$ cat config.mk
export PLATFORM = sky130hd
export DESIGN_NAME = register_16b
export DESIGN_NICKNAME = d
export VERILOG_FILES = /design/src/rtl/register_16b_pkg.sv /design/src/rtl/register_16b.sv
export SDC_FILE = /design/constraint.sdc
export NUM_CORES = 1
export LEC_CHECK = 0
export ABC_AREA = 1
export BUFFER_PORTS_ARGS = -buffer_cell sky130_fd_sc_hd__buf_2
export CAP_MARGIN = 10
export CORE_MARGIN = 3
export CORE_UTILIZATION = 45
export CTS_BUF_LIST = sky130_fd_sc_hd__clkbuf_2 sky130_fd_sc_hd__clkbuf_4 sky130_fd_sc_hd__clkbuf_8
export CTS_CLUSTER_DIAMETER = 150
export DETAILED_ROUTE_END_ITERATION = 10
export GPL_TIMING_DRIVEN = 0
export MAX_ROUTING_LAYER = met4
export PLACE_DENSITY = 0.87
export SLEW_MARGIN = 10
export SYNTH_ARGS = -nofsm -noshare
export SYNTH_HDL_FRONTEND = slang
export SYNTH_SLANG_ARGS = --single-unit
$ cat constraint.sdc
create_clock -name clk -period 0.87 [get_ports clk]
set_input_delay 0.1305 -clock clk [delete_from_list [all_inputs] [get_ports clk]]
set_output_delay 0.1305 -clock clk [all_outputs]
set_load 0.005 [all_outputs]
$ cat src/rtl/register_16b_pkg.sv
// Shared datapath types and constants for the processor's storage registers.
package register_16b_pkg;

  localparam int DATA_WIDTH = 16;

  typedef logic [DATA_WIDTH-1:0] data_word_t;

  localparam data_word_t RESET_VALUE_DEFAULT = 16'h0000;

endpackage

$ cat src/rtl/register_16b.sv
// Edge-triggered storage register with write enable and async active-high reset.
// Reused for register-file entries, PC, IR and pipeline stages.
module register_16b
  import register_16b_pkg::*;
#(
  parameter int                 WIDTH       = DATA_WIDTH,
  parameter logic [WIDTH-1:0]   RESET_VALUE = WIDTH'(RESET_VALUE_DEFAULT)
) (
  input  logic             clk,
  input  logic             rst,
  input  logic [WIDTH-1:0] in,
  input  logic             w_flag,
  output logic [WIDTH-1:0] out
);

  logic [WIDTH-1:0] data_q;

  // Reset clears immediately and blocks writes while held; release needs no action here.
  always_ff @(posedge clk or posedge rst) begin
    if (rst) begin
      data_q <= RESET_VALUE;
    end else if (w_flag) begin
      data_q <= in;
    end
  end

  assign out = data_q;

endmodule

==> metrics.txt, run 1 <==
FF+latch count, synth 16; detailed placement HPWL roughly 960 um; GPL Wtd Cong 0.6971; Seq pwr share 0.517; I/O pin cnt 35; Initial Util 0.4859; Final Core Density 0.7233; Worst path max stage delay approximately 0.4 ns; Post-Route WL 1400 um; largest net degree at the start of global routing 17; clock latency at the later pin of the worst-skew pair 0.27 ns; Netlist cell types 7; syn_nets 88; Pint 1241 uW; vias in the first global route 527; CTS tree done; highest net fanout along the worst path 2; Synth top area share 0.6178; die area 1932 sq um; per-cell routed wire length 10.53 um; CTS buffer count 3; DRT iter0 DRCs 7; Fillers 104; register area share after synthesis 0.6178; Reg clk slew, reported paths 0.09 ns; pwr dens around 1700 nW/um^2; drt first pass iters 2; gr ovfl total 0; Worst Slack Setup Final -0.06902 ns; Clock Sinks 16; RSZ-0062 raised after global routing yes; die extent in x 43.95 um; fmax 1065 MHz; Final Hold Vio Count 0; top post-synthesis cells by area dfrtp_1, nand2_1, nand2_2; Tcrit/Tclk final 1.079; number of buffers and inverters on the critical path 1; worst slew pin tran 0.3280 ns; max-slew violation count 0; input/output buffers 33; FP Rows 13; delay-heaviest family, CP flip-flops; VDD IR max 1.363 mV; Root Driver clkbuf_4; first-pass GRT wire length approximately 2200 um; min-delay worst type input pin to flip-flop; max FFs per register 16; Ys Warns 0; startpoint types flip-flop; Clock Skew 0 ns; via count between 500 and 600; Core Area 1334 sq um; gr usage total 0.1556; RR Startpoint out[6]; setup TNS -0.7641 ns; synthesized instance count 69; Worst Path Required 0.74 ns; CTS H-tree lvls 1; antenna-violating nets left 0; share of layout cells above drive strength 1 0.4915; reg2reg path depth 4; Tot Pwr 1625 uW; number of setup violations in the final report 16; antenna violations before repair 0; slew margin rel. 0.7809; Yosys top cell by area dfrtp_1; mean post-synth cell area 9.393 sq um; failing checks negative setup slack; Die H 43.95 um; Hold EP out[6]; clock share of power 0.289; min cycle time layout 0.9390 ns; area of the mapped netlist around 650 sq um; R2R setup slack 0.04 ns; RR Endpoint out[6]; Net count, final 138; Comb power frac 0.194; crit path kind flip-flop to output port; Sw Ratio 0.2361; hold_sp in[6]; max_cap viols 0; worst hold stages 3; critical path capture point type output port; P_leak 0.0005769 uW; P&R area growth vs syn 48.84%; Slowest-stage cell, CP dfrtp_1; DRC Markers 0; Arr. time, crit path 0.81 ns; CTS max path bufs 2; CP Cell Sequence buf_2; outcome finished with violations; n_diodes 0; switching power ~380 uW; drt via density 4.263
-- stage by stage --
step / setup WS (ns) / hold WS [ns] / area, sq um / instances
global route: -0.1060 / 0.03428 / 964.7 / 133
detailed placement: 0.2107 / 0.2134 / 832.0 / 117
finish: -0.06902 / 0.04683 / 964.7 / 133
floorplan: 0.2579 / 0.04424 / 648.1 / 69
global placement: 0.2222 / 0.2037 / 832.0 / 117
CTS: -0.06495 / 0.03929 / 915.9 / 127
-- synth_stat cells --
master   number
inv_6         1
nand2_1      43
inv_1         1
nand2_2       5
buf_6         2
buf_12        1
dfrtp_1      16
-- routing by layer --
| layer | vias up | share of wire | global-route usage |
|---|---|---|---|
| met1 | 254 | 0.39 | 0.1921 |
| met2 | 10 | 0.58 | 0.2471 |
| met3 | 0 | 0.030 | 0.02490 |
| li1 | 303 | - | - |
| met4 | 0 | 0 | 0.07229 |
| met5 | - | 0 | - |
-- how the worst max path moves through the flow --
stage | start | endpoint | slack (ns) | cells past startpoint
6_report | out[4] | out[4] | -0.07 | 1
5_1_grt | out[4] | out[4] | -0.11 | 1
4_1_cts | out[0] | out[0] | -0.06 | 1
3_5_place_dp | w_flag | out[11] | 0.21 | 5
2_1_floorplan | w_flag | out[10] | 0.26 | 5
3_3_place_gp | w_flag | out[14] | 0.22 | 5
-- cell families (layout without fill, tap and decap cells) --
| kind of cell | after synthesis | after routing | synth area share |
|---|---|---|---|
| simple gates | 48 | 48 | 0.2973 |
| flops | 16 | 16 | 0.6178 |
| buf+inv | 5 | 54 | 0.08494 |
-- repair_timing --
| item | CTS | global route |
|---|---|---|
| setup endpoints to repair | 16 | 32 |
| endpoints found under the hold margin | 16 | 0 |
| hold buffers | 1 | 0 |
| buffers inserted | 5 | 6 |
| gates resized for setup | 0 | 1 |
-- power by group through the flow --
stage	clock network, uW	registers, uW	logic (uW)
after floorplan	0	867	112
after global routing	514	846	355
after CTS	482	837	282
after global placement	0	854	238
final	469	840	315
after detailed placement	0	856	245
-- final cells by class --
class / instances / area, sq um / share of cell area
repair buffers: 45 / 257.7 / 0.2672
multi-input cells: 48 / 192.7 / 0.1997
clock buffers: 4 / 36.28 / 0.03761
plain buffers: 3 / 42.54 / 0.04410
inverters: 2 / 16.27 / 0.01686
flip-flops and latches: 16 / 400.4 / 0.4150
well taps: 15 / 18.77 / 0.01946
-- placed cells by master, fill, tap and decap left out, drive strengths merged --
master,instances
nand2,48
clkinvlp,1
clkbuf,4
inv,1
buf,47
dlygate4sd3,1
dfrtp,16
No activity file was read; power rests on OpenSTA's default activity.
==> run 2, diff against run 1 <==
--- a/config.mk
+++ b/config.mk
@@ -8,7 +8,7 @@
 export ABC_AREA = 1
 export BUFFER_PORTS_ARGS = -buffer_cell sky130_fd_sc_hd__buf_2
 export CAP_MARGIN = 10
-export CORE_MARGIN = 3
+export CORE_MARGIN = 2
 export CORE_UTILIZATION = 45
 export CTS_BUF_LIST = sky130_fd_sc_hd__clkbuf_2 sky130_fd_sc_hd__clkbuf_4 sky130_fd_sc_hd__clkbuf_8
 export CTS_CLUSTER_DIAMETER = 150
==> run 2 against run 1 <==
  * The flow still finishes with violations (negative setup slack)
  * Non-clock buffer count up 2
  * Clock power is 3% higher
  * Total power rose by 2.1%
  * Combinational power rose by 6%
  * Highest routed layer is now met4
  * Via count increased by 6.3%
  * Largest cell class unchanged
  * Sequential power barely moved
  * Clock skew did not move
  * Clock-buffer cell count unchanged
  * Core utilization up 2.2 points
==> metrics.txt, run 2 (synthesis results as in run 1) <==
outcome finished with violations; failing checks negative setup slack; pwr dens 1688 nW/um^2 (+0.25%); pre-CTS setup slack 0.2077 ns (-0.002933 ns); most frequent cells in the layout nand2_1, buf_2, dfrtp_1, buf_4, nand2_2; die extent in x 41.95 um (-4.6%); number of buffers and inverters on the critical path 1 (unchanged); largest net degree at the start of global routing 17 (unchanged); Core Area 1318 sq um (-1.2%); CTS buffer count 3 (unchanged); Slowest-stage cell, CP dfrtp_1; VDD IR max 1.037 mV (-24%); delay-heaviest family, CP flip-flops; Hold Slack 0.03616 ns (-0.01067 ns); CTS max path bufs 2 (unchanged); min cycle time layout 0.9522 ns (+0.01317 ns); startpoint types flip-flop; Clock Skew 0 ns (unchanged); GPL Wtd Cong 0.6467 (-7.2%); Final Hold Vio Count 0 (unchanged); FP Rows 13 (unchanged); Worst Slack Setup Final -0.08219 ns (-0.01317 ns); critical path capture point type output port; drt first pass iters 4 (+2); max FFs per register 16 (unchanged); DRT iter0 DRCs 9 (+2); Reg clk slew, reported paths 0.09 ns (about the same); antenna violations before repair 0 (unchanged); most common cell after layout, fill and taps aside nand2_1; vias in the first global route 558 (+5.9%); crit path kind flip-flop to output port; P&R area growth vs syn 51.54%; CP Cell Sequence buf_2; RSZ-0062 raised after global routing yes; via count 603 (+6.3%); gr usage total 0.1907 (+0.03509); max_cap viols 0 (unchanged); worst slew pin tran 0.3298 ns (+0.001852 ns); Sequential Area 400.4 sq um (unchanged); fin area 982.2 sq um (+1.8%); number of setup violations in the final report 17 (+1); min-delay worst type input pin to flip-flop; Arr. time, crit path 0.82 ns (about the same); P_leak 0.0005872 uW (+1.8%); Fillers 91 (-13%); Root Driver clkbuf_4; die area 1760 sq um (-8.9%); DRC Markers 0 (unchanged); first-pass GRT wire length 2380 um (+10%); cell area after placement 832.0 sq um (unchanged); detailed placement HPWL 918.6 um (-4.2%); CTS H-tree lvls 1 (unchanged); I/O pin cnt 35 (unchanged); Die H 41.95 um (-4.6%); Net count, final 140 (+1.4%); highest net fanout along the worst path 2 (unchanged); share of layout cells above drive strength 1 0.5083 (+0.01681); max-slew violation count 0 (unchanged); R2R setup slack -0.01 ns (-0.05 ns); Finished Layout Cells 135 (+1.5%); multi-input gate area in the final layout 195.2 sq um (+1.3%); Tcrit/Tclk final 1.094 (+0.01513); gr ovfl total 0 (unchanged); slew margin rel. 0.7797 (-0.001237); antenna-violating nets left 0 (unchanged); Placed Cells 117 (unchanged); fmax 1050 MHz (-1.4%); clock latency at the later pin of the worst-skew pair 0.28 ns (about the same); input/output buffers 33 (unchanged); drt via density 4.467 (+4.8%); CTS tree done; Post-Route WL 1486 um (+6.1%); Clock Sinks 16 (unchanged); Worst path max stage delay 0.40 ns (about the same); per-cell routed wire length 11.01 um (+4.6%); Worst Path Required 0.74 ns (about the same); Initial Util 0.4919 (+0.005999); n_diodes 0 (unchanged)
run 2: metal layers:
layer	vias up	share of wire	track usage	routed length [um]
li1	306	-	-	-
met1	268	0.36	0.2063	534
met2	25	0.56	0.3219	838
met3	4	0.052	0.03478	77
met4	0	0.024	0.1161	35
met5	-	0	-	0
run 2: tightest hold or removal path, stage by stage:
cell	delay [ns]
buf_2	0.07
nand2_1	0.04
nand2_1	0.05
run 2: worst paths after layout:
check / from / to / cells after the start
max: out[14] / out[14] / 1
min: in[13] / out[13] / 3
max reg2reg: out[15] / out[15] / 4
min reg2reg: out[0] / out[0] / 2
max in group asynchronous: rst / out[0] / 3
min in group asynchronous: rst / out[13] / 3
run 2: through the flow:
step                      power (uW)    util  setup TNS, ns
after detailed placement        1101  0.6315              0
after global placement          1091  0.6315              0
after floorplan                978.7       -              0
after global routing            1746  0.7455         -1.459
after CTS                       1627  0.7123        -0.9326
final                           1658  0.7455        -0.9483
run 2: repair_timing:
| item | in CTS | in global routing |
|---|---|---|
| endpoints found under the hold margin | 16 | 0 |
| setup endpoints to repair | 16 | 32 |
| buffers inserted | 8 | 5 |
| resized for setup | 0 | 2 |
| hold buffers | 1 | 0 |
run 2: area by class of cell:
| cell class | count | area share |
|---|---|---|
| Clock buffer | 4 | 0.03694 |
| Multi-Input combinational cell | 48 | 0.1987 |
| Timing Repair Buffer | 47 | 0.2777 |
| Tap cell | 15 | 0.01911 |
| Inverter | 2 | 0.01656 |
| Buffer | 3 | 0.04331 |
| Sequential cell | 16 | 0.4076 |
run 2: power by group:
group	total, uW	switching, uW	internal (uW)
Clock	483	228	255
Combinational	334	146	188
Sequential	841	32.6	809
==> run 3, diff against run 2 <==
--- a/config.mk
+++ b/config.mk
@@ -5,13 +5,12 @@
 export SDC_FILE = /design/constraint.sdc
 export NUM_CORES = 1
 export LEC_CHECK = 0
-export ABC_AREA = 1
 export BUFFER_PORTS_ARGS = -buffer_cell sky130_fd_sc_hd__buf_2
 export CAP_MARGIN = 10
 export CORE_MARGIN = 2
 export CORE_UTILIZATION = 45
 export CTS_BUF_LIST = sky130_fd_sc_hd__clkbuf_2 sky130_fd_sc_hd__clkbuf_4 sky130_fd_sc_hd__clkbuf_8
-export CTS_CLUSTER_DIAMETER = 150
+export CTS_CLUSTER_DIAMETER = 40
 export DETAILED_ROUTE_END_ITERATION = 10
 export GPL_TIMING_DRIVEN = 0
 export MAX_ROUTING_LAYER = met4
==> run 3 against run 2 <==
  * The run ends with negative hold slack, negative setup slack left
  * Via count fell by 27%
  * Routed wire length fell by 13%
  * Critical path depth did not move
  * Die area rose by 0.69%
  * Sequential power rose by 2%
  * Non-clock buffer count fell by 8
  * Clock skew did not move
  * Register-to-register slack barely moved
==> metrics.txt, run 3 <==
outcome finished with violations; failing checks negative hold slack, negative setup slack; register area share after synthesis 0.6130 (-0.004734); most frequent cells in the layout buf_2, dfrtp_1, mux2_4, mux2_2, buf_4; Post-Route WL 1292 um (-13%); CTS buffer count 3 (unchanged); Tot Pwr 1553 uW (-6.3%); first-pass GRT wire length 2111 um (-11%); gr usage total 0.1670 (-0.02372); max_cap viols 0 (unchanged); Worst Path Required 0.74 ns (about the same); pwr dens 1696 nW/um^2 (+0.44%); crit path kind flip-flop to output port; max FFs per register 16 (unchanged); cell area after placement 837.1 sq um (+0.60%); FP Rows 13 (unchanged); Comb power frac 0.214 (+0.012); DRT iter0 DRCs 0 (-9); number of buffers and inverters on the critical path 1 (unchanged); max-slew violation count 0 (unchanged); DRC Markers 0 (unchanged); fmax 1065 MHz (+1.4%); clock share of power 0.236 (-0.055); drt first pass iters 1 (-3); switching power 353.9 uW (-13%); asr flop ratio synth 1.000 (unchanged); worst slew pin tran 0.5779 ns (+0.2481 ns); syn_nets 54 (-39%); EDFF count, synth 0 (unchanged); Root Driver clkbuf_4; I/O pin cnt 35 (unchanged); FF+latch count, synth 16 (unchanged); antenna-violating nets left 0 (unchanged); GPL Wtd Cong 0.6816 (+5.4%); delay-heaviest family, CP flip-flops; Sw Ratio 0.2279 (-0.01701); CP Cell Sequence buf_2; Yosys top cell by area dfrtp_1; n_diodes 0 (unchanged); largest net degree at the start of global routing 17 (unchanged); vias in the first global route 475 (-15%); Worst Slack Setup Final -0.06910 ns (+0.01309 ns); Core Area 1334 sq um (+1.2%); CTS H-tree lvls 1 (unchanged); RSZ-0062 raised after global routing yes; per-cell routed wire length 13.89 um (+26%); number of setup violations in the final report 22 (+5); Net count, final 99 (-29%); die area 1772 sq um (+0.69%); top post-synthesis cells by area dfrtp_1, mux2_4, mux2_2; input/output buffers 33 (unchanged); Pint 1199 uW (-4.2%); min cycle time layout 0.9391 ns (-0.01309 ns); most common cell after layout, fill and taps aside buf_2; synthesized instance count 35 (-49%); pre-CTS setup slack 0.04793 ns (-0.1598 ns); P_leak 0.0004926 uW (-16%); share of layout cells above drive strength 1 0.7821 (+0.2737); min-delay worst type input pin to async pin; critical path capture point type output port; startpoint types flip-flop; clock latency at the later pin of the worst-skew pair 0.27 ns (about the same); Die H 42.10 um (+0.35%); Reg clk slew, reported paths 0.09 ns (about the same); gr ovfl total 0 (unchanged); P&R area growth vs syn 40.23%; Worst path max stage delay 0.40 ns (about the same); detailed placement HPWL 960.2 um (+4.5%); Netlist cell types 6 (-1); Seq pwr share 0.550 (+0.043); Most used DFF post-synth dfrtp_1; Synth top area share 0.6130 (-0.004734); mean post-synth cell area 18.66 sq um (+99%); Synth top cells by count dfrtp_1, mux2_4, mux2_2; VDD IR max 1.036 mV (-0.12%); area of the mapped netlist 653.1 sq um (+0.77%); Initial Util 0.4897 (-0.002247); Slowest-stage cell, CP dfrtp_1; highest net fanout along the worst path 2 (unchanged); Ys Warns 0 (unchanged); CTS tree done; antenna violations before repair 0 (unchanged); Hold Slack -0.1085 ns (-0.1447 ns); via count 439 (-27%); slew margin rel. 0.6143 (-0.1653); Clock Skew 0 ns (unchanged); Tcrit/Tclk final 1.079 (-0.01505); CTS max path bufs 2 (unchanged); fin area 915.9 sq um (-6.8%); most common cell in the netlist dfrtp_1; Final Hold Vio Count 16 (+16); die extent in x 42.10 um (+0.35%); drt via density 4.720 (+5.7%); Clock Sinks 16 (unchanged); Arr. time, crit path 0.81 ns (about the same); Fillers 105 (+15%)
## run 3: worst register-to-register path, cell delays in order (launching register included)
cell and delay, ns:
dfrtp_1 0.38, buf_4 0.13, mux2_4 0.26
## run 3: path summary, 6_finish.rpt
path,slack [ns],cells after the start,end,start
max,-0.07,1,out[1],out[1]
min,-0.11,2,out[1],rst
max reg2reg,-0.01,2,out[5],out[5]
min reg2reg,0.51,1,out[7],out[7]
max in group asynchronous,0.59,2,out[15],rst
min in group clk,0.07,2,out[3],in[3]
## run 3: cell families (layout without fill, tap and decap cells)
family,after synthesis,in the layout,synth area share
multiplexers,16,16,0.3333
flip-flops,16,16,0.6130
buffers and inverters,3,46,0.05363
## run 3: final cells by class
class / instances / area (sq um) / share of cell area
clock buffer: 3 / 22.52 / 0.02459
timing repair buffer: 40 / 221.5 / 0.2418
multi-input combinational: 16 / 217.7 / 0.2377
inverter: 1 / 3.754 / 0.004098
tap: 15 / 18.77 / 0.02049
buffer: 2 / 31.28 / 0.03415
sequential: 16 / 400.4 / 0.4372
## run 3: per-stage QoR
stage / utilization / TNS [ns] / cells
2_1_floorplan: - / 0 / 35
3_3_place_gp: 0.6276 / 0 / 83
3_5_place_dp: 0.6276 / 0 / 83
4_1_cts: 0.6614 / -0.9938 / 89
5_1_grt: 0.6867 / -1.489 / 93
6_report: 0.6867 / -0.7703 / 93
## run 3: per-layer routing
metal / track usage / wire length [um] / vias to the layer above
met2: 0.2688 / 650 / 24
met3: 0.03017 / 92 / 2
met1: 0.1972 / 541 / 208
met4: 0.09375 / 8 / 0
met5: - / 0 / -
li1: - / - / 205
## run 3: timing repair
action,CTS,global route
gates cloned,0,0
setup endpoints to repair,16,19
hold endpoints to repair,16,16
gates resized for setup,0,1
setup buffers,3,4
## run 3: power by group through the flow
stage / registers [uW] / clock network, uW / logic, uW
final: 855 / 367 / 332
after global routing: 862 / 417 / 359
after CTS: 855 / 388 / 308
after detailed placement: 870 / 0 / 285
after global placement: 865 / 0 / 276
after floorplan: 876 / 0 / 145
